### src/rtl/frame_ctrl_pkg.sv
`default_nettype none
// ============================================================================
//  Module      : frame_ctrl_pkg
//  Description : Shared types and constants for the frame-synchronous
//                controller (FSM states, bounding-box record, helpers).
//  Revision    : 1.0 - initial release
// ============================================================================
package frame_ctrl_pkg;

    localparam int FRAME_COORD_W = 13;

    typedef enum logic [1:0] {
        WAIT_SYNC = 2'd0,
        RUN       = 2'd1,
        SAMPLE    = 2'd2,
        COMMIT    = 2'd3
    } state_t;

    typedef struct packed {
        logic [FRAME_COORD_W-1:0] top;
        logic [FRAME_COORD_W-1:0] bot;
        logic [FRAME_COORD_W-1:0] left;
        logic [FRAME_COORD_W-1:0] right;
    } bbox_t;

    function automatic logic [3:0] sat_inc4(input logic [3:0] v);
        return (v == 4'hF) ? v : v + 4'd1;
    endfunction

endpackage
`default_nettype wire

### src/rtl/sw_debounce.sv
`default_nettype none
// ============================================================================
//  Module      : sw_debounce
//  Description : Single-bit switch debouncer; the stable value follows the
//                raw input once it has differed for DEBOUNCE_CYCLES cycles.
//  Revision    : 1.0 - initial release
// ============================================================================
module sw_debounce #(
    parameter int DEBOUNCE_CYCLES = 250000
) (
    input  logic clk,
    input  logic rst,
    input  logic i_raw,
    output logic o_stable
);

    localparam int CNT_W = (DEBOUNCE_CYCLES > 1) ? $clog2(DEBOUNCE_CYCLES) : 1;
    localparam logic [CNT_W-1:0] C_CNT_LAST = CNT_W'(DEBOUNCE_CYCLES - 1);

    logic [CNT_W-1:0] cnt_q, cnt_d;
    logic             stable_q, stable_d;

    // Any return to the stable level restarts the qualification window.
    always_comb begin
        cnt_d    = '0;
        stable_d = stable_q;
        if (i_raw != stable_q) begin
            if (cnt_q == C_CNT_LAST) begin
                stable_d = i_raw;
            end else begin
                cnt_d = cnt_q + 1'b1;
            end
        end
    end

    always_ff @(posedge clk) begin
        if (rst) begin
            cnt_q    <= '0;
            stable_q <= 1'b0;
        end else begin
            cnt_q    <= cnt_d;
            stable_q <= stable_d;
        end
    end

    assign o_stable = stable_q;

endmodule
`default_nettype wire

### src/rtl/frame_sync_ctrl.sv
`default_nettype none
// ============================================================================
//  Module      : frame_sync_ctrl
//  Description : Commits debounced switch config at frame boundaries and
//                publishes a validated bounding box, centroid and frame stats.
//  Revision    : 1.0 - initial release
// ============================================================================
module frame_sync_ctrl
    import frame_ctrl_pkg::*;
#(
    parameter int COORD_W         = FRAME_COORD_W,
    parameter int DEBOUNCE_CYCLES = 250000,
    parameter int LOST_FRAMES     = 4
) (
    input  logic               clk,
    input  logic               rst,
    input  logic               vs_ni,
    input  logic               filter_req,
    input  logic               rect_req,
    input  logic [3:0]         thresh_req,
    input  logic [COORD_W-1:0] top_i,
    input  logic [COORD_W-1:0] bot_i,
    input  logic [COORD_W-1:0] left_i,
    input  logic [COORD_W-1:0] right_i,
    output logic               filter_en,
    output logic               rect_en,
    output logic [3:0]         thresh,
    output logic               box_valid,
    output logic [COORD_W-1:0] box_top,
    output logic [COORD_W-1:0] box_bot,
    output logic [COORD_W-1:0] box_left,
    output logic [COORD_W-1:0] box_right,
    output logic [COORD_W-1:0] cx,
    output logic [COORD_W-1:0] cy,
    output logic               obj_present,
    output logic [15:0]        frame_cnt,
    output logic               frame_tick
);

    localparam int         NUM_REQ     = 6;
    localparam logic [3:0] C_LOST      = 4'(LOST_FRAMES);

    // ------------------------------------------------------------------
    // Switch debouncing: {thresh[3:0], rect, filter}
    // ------------------------------------------------------------------
    logic [NUM_REQ-1:0] w_req;
    logic [NUM_REQ-1:0] w_deb;

    assign w_req = {thresh_req, rect_req, filter_req};

    for (genvar g = 0; g < NUM_REQ; g++) begin : g_debounce
        sw_debounce #(
            .DEBOUNCE_CYCLES(DEBOUNCE_CYCLES)
        ) u_deb (
            .clk     (clk),
            .rst     (rst),
            .i_raw   (w_req[g]),
            .o_stable(w_deb[g])
        );
    end

    // ------------------------------------------------------------------
    // State and registered outputs
    // ------------------------------------------------------------------
    state_t             state_q, state_d;
    logic               vs_q, vs_d;
    bbox_t              hold_q, hold_d;
    logic               filter_en_q, filter_en_d;
    logic               rect_en_q, rect_en_d;
    logic [3:0]         thresh_q, thresh_d;
    logic               box_valid_q, box_valid_d;
    logic [COORD_W-1:0] box_top_q, box_top_d;
    logic [COORD_W-1:0] box_bot_q, box_bot_d;
    logic [COORD_W-1:0] box_left_q, box_left_d;
    logic [COORD_W-1:0] box_right_q, box_right_d;
    logic [COORD_W-1:0] cx_q, cx_d;
    logic [COORD_W-1:0] cy_q, cy_d;
    logic [3:0]         miss_q, miss_d;
    logic               obj_present_q, obj_present_d;
    logic [15:0]        frame_cnt_q, frame_cnt_d;
    logic               frame_tick_q, frame_tick_d;

    logic               w_fall;
    logic               w_box_ok;
    logic [COORD_W:0]   w_sum_x;
    logic [COORD_W:0]   w_sum_y;

    assign w_fall = vs_q & ~vs_ni;

    assign w_box_ok = ~hold_q.top[COORD_W-1] & ~hold_q.bot[COORD_W-1]
                    & (hold_q.bot >= hold_q.top)
                    & (hold_q.right >= hold_q.left);

    // One extra bit keeps the midpoint exact for coordinates near full scale.
    assign w_sum_x = {1'b0, hold_q.left} + {1'b0, hold_q.right};
    assign w_sum_y = {1'b0, hold_q.top}  + {1'b0, hold_q.bot};

    always_comb begin
        state_d       = state_q;
        vs_d          = vs_ni;
        hold_d        = hold_q;
        filter_en_d   = filter_en_q;
        rect_en_d     = rect_en_q;
        thresh_d      = thresh_q;
        box_valid_d   = box_valid_q;
        box_top_d     = box_top_q;
        box_bot_d     = box_bot_q;
        box_left_d    = box_left_q;
        box_right_d   = box_right_q;
        cx_d          = cx_q;
        cy_d          = cy_q;
        miss_d        = miss_q;
        frame_cnt_d   = frame_cnt_q;
        frame_tick_d  = 1'b0;

        case (state_q)
            WAIT_SYNC: begin
                // The frame in flight at reset is partial, so only re-align.
                if (w_fall) state_d = RUN;
            end
            RUN: begin
                if (w_fall) state_d = SAMPLE;
            end
            SAMPLE: begin
                hold_d.top   = top_i;
                hold_d.bot   = bot_i;
                hold_d.left  = left_i;
                hold_d.right = right_i;
                state_d      = COMMIT;
            end
            COMMIT: begin
                filter_en_d  = w_deb[0];
                rect_en_d    = w_deb[1];
                thresh_d     = w_deb[5:2];
                box_valid_d  = w_box_ok;
                if (w_box_ok) begin
                    box_top_d   = hold_q.top;
                    box_bot_d   = hold_q.bot;
                    box_left_d  = hold_q.left;
                    box_right_d = hold_q.right;
                    cx_d        = COORD_W'(w_sum_x >> 1);
                    cy_d        = COORD_W'(w_sum_y >> 1);
                    miss_d      = 4'd0;
                end else begin
                    miss_d      = sat_inc4(miss_q);
                end
                frame_cnt_d  = frame_cnt_q + 16'd1;
                frame_tick_d = 1'b1;
                state_d      = RUN;
            end
            default: state_d = WAIT_SYNC;
        endcase

        obj_present_d = (miss_d < C_LOST);
    end

    always_ff @(posedge clk) begin
        if (rst) begin
            state_q       <= WAIT_SYNC;
            vs_q          <= 1'b1;
            hold_q        <= '0;
            filter_en_q   <= 1'b0;
            rect_en_q     <= 1'b0;
            thresh_q      <= 4'd0;
            box_valid_q   <= 1'b0;
            box_top_q     <= '0;
            box_bot_q     <= '0;
            box_left_q    <= '0;
            box_right_q   <= '0;
            cx_q          <= '0;
            cy_q          <= '0;
            miss_q        <= C_LOST;
            obj_present_q <= 1'b0;
            frame_cnt_q   <= 16'd0;
            frame_tick_q  <= 1'b0;
        end else begin
            state_q       <= state_d;
            vs_q          <= vs_d;
            hold_q        <= hold_d;
            filter_en_q   <= filter_en_d;
            rect_en_q     <= rect_en_d;
            thresh_q      <= thresh_d;
            box_valid_q   <= box_valid_d;
            box_top_q     <= box_top_d;
            box_bot_q     <= box_bot_d;
            box_left_q    <= box_left_d;
            box_right_q   <= box_right_d;
            cx_q          <= cx_d;
            cy_q          <= cy_d;
            miss_q        <= miss_d;
            obj_present_q <= obj_present_d;
            frame_cnt_q   <= frame_cnt_d;
            frame_tick_q  <= frame_tick_d;
        end
    end

    assign filter_en   = filter_en_q;
    assign rect_en     = rect_en_q;
    assign thresh      = thresh_q;
    assign box_valid   = box_valid_q;
    assign box_top     = box_top_q;
    assign box_bot     = box_bot_q;
    assign box_left    = box_left_q;
    assign box_right   = box_right_q;
    assign cx          = cx_q;
    assign cy          = cy_q;
    assign obj_present = obj_present_q;
    assign frame_cnt   = frame_cnt_q;
    assign frame_tick  = frame_tick_q;

endmodule
`default_nettype wire

### config.mk
export PLATFORM = sky130hd
export DESIGN_NAME = frame_sync_ctrl
export DESIGN_NICKNAME = d
export VERILOG_FILES = /design/src/rtl/frame_ctrl_pkg.sv /design/src/rtl/sw_debounce.sv /design/src/rtl/frame_sync_ctrl.sv
export SDC_FILE = /design/constraint.sdc
export NUM_CORES = 1
export LEC_CHECK = 0
export ABC_AREA = 1
export CORE_UTILIZATION = 47
export DETAILED_ROUTE_END_ITERATION = 6
export PLACE_DENSITY = 0.65
export SLEW_MARGIN = 25
export SYNTH_ARGS = -nofsm -noshare
export SYNTH_HDL_FRONTEND = slang
export SYNTH_SLANG_ARGS = --single-unit
### constraint.sdc
create_clock -name clk -period 3.7 [get_ports clk]
set_input_delay 0.37 -clock clk [delete_from_list [all_inputs] [get_ports clk]]
set_output_delay 0.37 -clock clk [all_outputs]
set_load 0.01 [all_outputs]
==> qor.yml <==
status:
  status: "complete, but fails checks"
  violations: "DRC"
cells_and_area:
  final_area_um2: 16500
  syn_to_final_growth_pct: 21.7
  fillers: 2714
  n_antenna_cell: 0
  drive_gt1_share_pct: 5.17
  fin_nets: 2175
timing:
  finalSetupTns_ps: 0
  max_slew.worst_pin.slew_ps: 900
  setup_violations: 0
  hold_viol_final: 0
  drv_slew: 0
  post-route-period-util_pct: 76.2
  finalClockSkew_ps: 12.3
  period_minus_slack_ps: 2820
  rsz0062_at_grt: "no"
  relSlewSlack_pct: 40.0
  fmax_mhz: 355
job:
  max-cap-violations: 0
logic_synthesis:
  synth.most_common_cell: "nand2_1"
  synth_xor_area_share_pct: 2.20
  synth_common_cells: "nand2_1, nor2_1, dfxtp_1, inv_1, a21oi_1"
  synth_compound_area_share_pct: 9.98
  synth_fa_ha_area_share_pct: 6.29
  ys_warn_count: 0
  yosys.cell_types.count: 40
  synth_ff_type: "dfxtp_1"
  yosys.area.top_type_share_pct: 40.7
  synth_edf_count: 0
  synth_nets: 2047
  synth_seq_cells: 276
  syn_area_um2: 13600
  synthMuxAreaShare_pct: 0
  synth_top_family_by_area: "simple AND/OR/NAND/NOR gates"
  syn_inst: 1919
  yosysSeqAreaShare_pct: 40.7
  synth_area_leaders: "dfxtp_1, nand2_1, nor2_1"
  async_flop_share_pct: 0
  synthSimpleGateAreaFrac_pct: 31.2
  synth.largest_area_cell: "dfxtp_1"
  syn_area_per_cell_um2: 7.07
route:
  wl_per_cell_um: 13.1
  drt-pass1-iter-count: 7
  drc_errors: 2
  vias_per_cell: 5.05
  drt_iter0_drc: 808
  wl_um: 32200
  vias: 12400
  antenna_left: 0
power:
  pwr-share-seq_pct: 35.0
  p_int_uw: 6310
  clockPowerShare_pct: 31.9
  switching_power_uw: 3700
  pwr-share-comb_pct: 33.1
  vdd_drop_max_uv: 767
  leakagePower_uw: 0.00673
  p_per_area_nw_per_um2: 607
  swShare_pct: 37.0
clock_tree:
  cts_tree: "yes"
  clkLatencyLatePin_ps: 550
  post_cts_resized: 0
  cts.clk_slew.worst_paths_ps: 60
  cts_hold_buf: 0
  root_buffer: "clkbuf_16"
  cts_buffers: 30
  clock-sinks: 276
  cts_setup_buffers: 0
  htree_num_levels: 1
  clock_path_buffers: 3
worst_setup_path:
  critPathMaxStageDelay_ps: 420
  reg2reg_slack_ps: 880
  r2r-start: "hold_q[38]"
  crit_fanout: 51
  crit_type: "reg -> reg"
  crit_chain: "inv_1 > ha_1 > inv_1 > nand2_1 > nor2_4 > and2_1 > nand2_1 > nand3_2 > nand4_4 > inv_2 > buf_12 > nor2_1 > nor2_1"
  critPathSlowestCell: "inv_2"
  crit_path_start_kind: "flop"
  cp.arrival_ps: 3300
  required_ps: 4180
  cp-end-kind: "flop"
  worstSetupStartpoint: "hold_q[38]"
die:
  dieArea_um2: 29500
  rows: 61
  initial_utilization_pct: 48.3
  ios: 164
  core_area_um2: 28100
  fp.dieW_um: 172
  die_y_um: 172
global_routing:
  grt_overflow_total: 0
  grt_pass1_wl_um: 53100
  grt_pass1_vias: 11200
  antenna_found_initial: 0
  grt_start_max_net_pins: 105
  gr-usage-all-layers_pct: 21.7
placed_design:
  hpwl_um: 22800
  port_buffers: 163
  post_dp_cell_area_um2: 15400
  gp_congestion: 0.879
worst_hold_path:
  worst_hold_path_type: "reg -> reg"
  holdCritStartpoint: "g_debounce[5].u_deb.cnt_q[0]"
==> path summary, 6_finish.rpt <==
path | endpoint | cells past startpoint
hold / removal | g_debounce[5].u_deb.cnt_q[0] | 1
setup reg to reg | cy[4] | 13
setup / recovery | cy[4] | 13
hold reg to reg | g_debounce[5].u_deb.cnt_q[0] | 1
==> state kept, by name, indices dropped and copies added (netlist names), 2 cells and up <==
| name | count |
|---|---|
| g_debounce.u_deb.cnt_q | 108 |
| hold_q | 52 |
| frame_cnt | 16 |
| box_bot | 13 |
| box_left | 13 |
| box_right | 13 |
| box_top | 13 |
| cx | 13 |
| cy | 13 |
| g_debounce.u_deb.o_stable | 6 |
| miss_q | 4 |
| thresh | 4 |
| state_q | 2 |
==> cells in the final DEF, fill, tap and decap left out, types with 3 or more instances in the layout <==
cell type	n
or2_2	12
xnor2_1	6
inv_1	246
and3_1	5
nand2_2	3
nor3_1	52
nand3_1	74
nor2_2	20
o21bai_1	6
nor2_1	301
buf_4	5
clkbuf_1	3
ha_1	64
a31oi_1	4
inv_2	3
o21a_1	4
clkinv_2	9
o21ai_0	101
clkbuf_8	5
clkdlybuf4s50_1	163
xor2_1	28
buf_12	3
dfxtp_1	276
nand3b_1	5
clkinvlp_4	3
clkbuf_16	31
nand2_1	353
bufinv_16	5
nor4_1	16
a21oi_1	142
nand4_1	91
nor3b_1	15
==> power groups by stage <==
stage               Combinational [uW]  Sequential (uW)  Clock (uW)
global route                      3740             3540        3400
finish                            3310             3500        3200
detailed placement                3330             3560           0
CTS                               3350             3510        3270
global placement                  3290             3550           0
floorplan                         2320             3550           0
==> logic make-up (layout without fill, tap and decap cells) <==
| kind of cell | count (synthesis) | in the layout |
|---|---|---|
| compound gates | 262 | 262 |
| buf+inv | 325 | 477 |
| flops | 276 | 276 |
| fa+ha+maj | 67 | 67 |
| simple gates | 955 | 955 |
| xor+xnor | 34 | 34 |
==> through the flow <==
stage	setup WS, ps	instances	total power, uW	utilization [%]	hold WS, ps
floorplan	1700	1919	5870	-	417
global placement	932	2393	6850	54.9	429
detailed placement	861	2393	6890	54.9	440
CTS	839	2449	10100	58.7	443
global route	546	2449	10700	58.7	442
finish	881	2449	10000	58.7	448
==> critical path: cells and delay by family, from the launching register on <==
kind | cells | cell delay (ps)
adders and majority gates | 1 | 350
and+or+nand+nor | 8 | 1080
buffers and inverters | 4 | 950
DFF | 1 | 360
==> routing by layer <==
metal,global-route usage [%],wire length (um),up-vias
met5,0,0,-
met4,6.04,729,0
met2,36.1,14600,286
met3,3.23,1630,47
li1,-,-,6449
met1,29.3,15200,5575
==> final cells by class <==
type,instances,area [um^2],area share (%)
multi-input combinational,1318,6760,41.0
sequential,276,5530,33.5
timing repair buffer,171,1730,10.5
inverter,250,941,5.70
clock buffer,39,856,5.19
tap,378,473,2.87
clock inverter,17,218,1.32
Power figures use the tool's default switching activity.
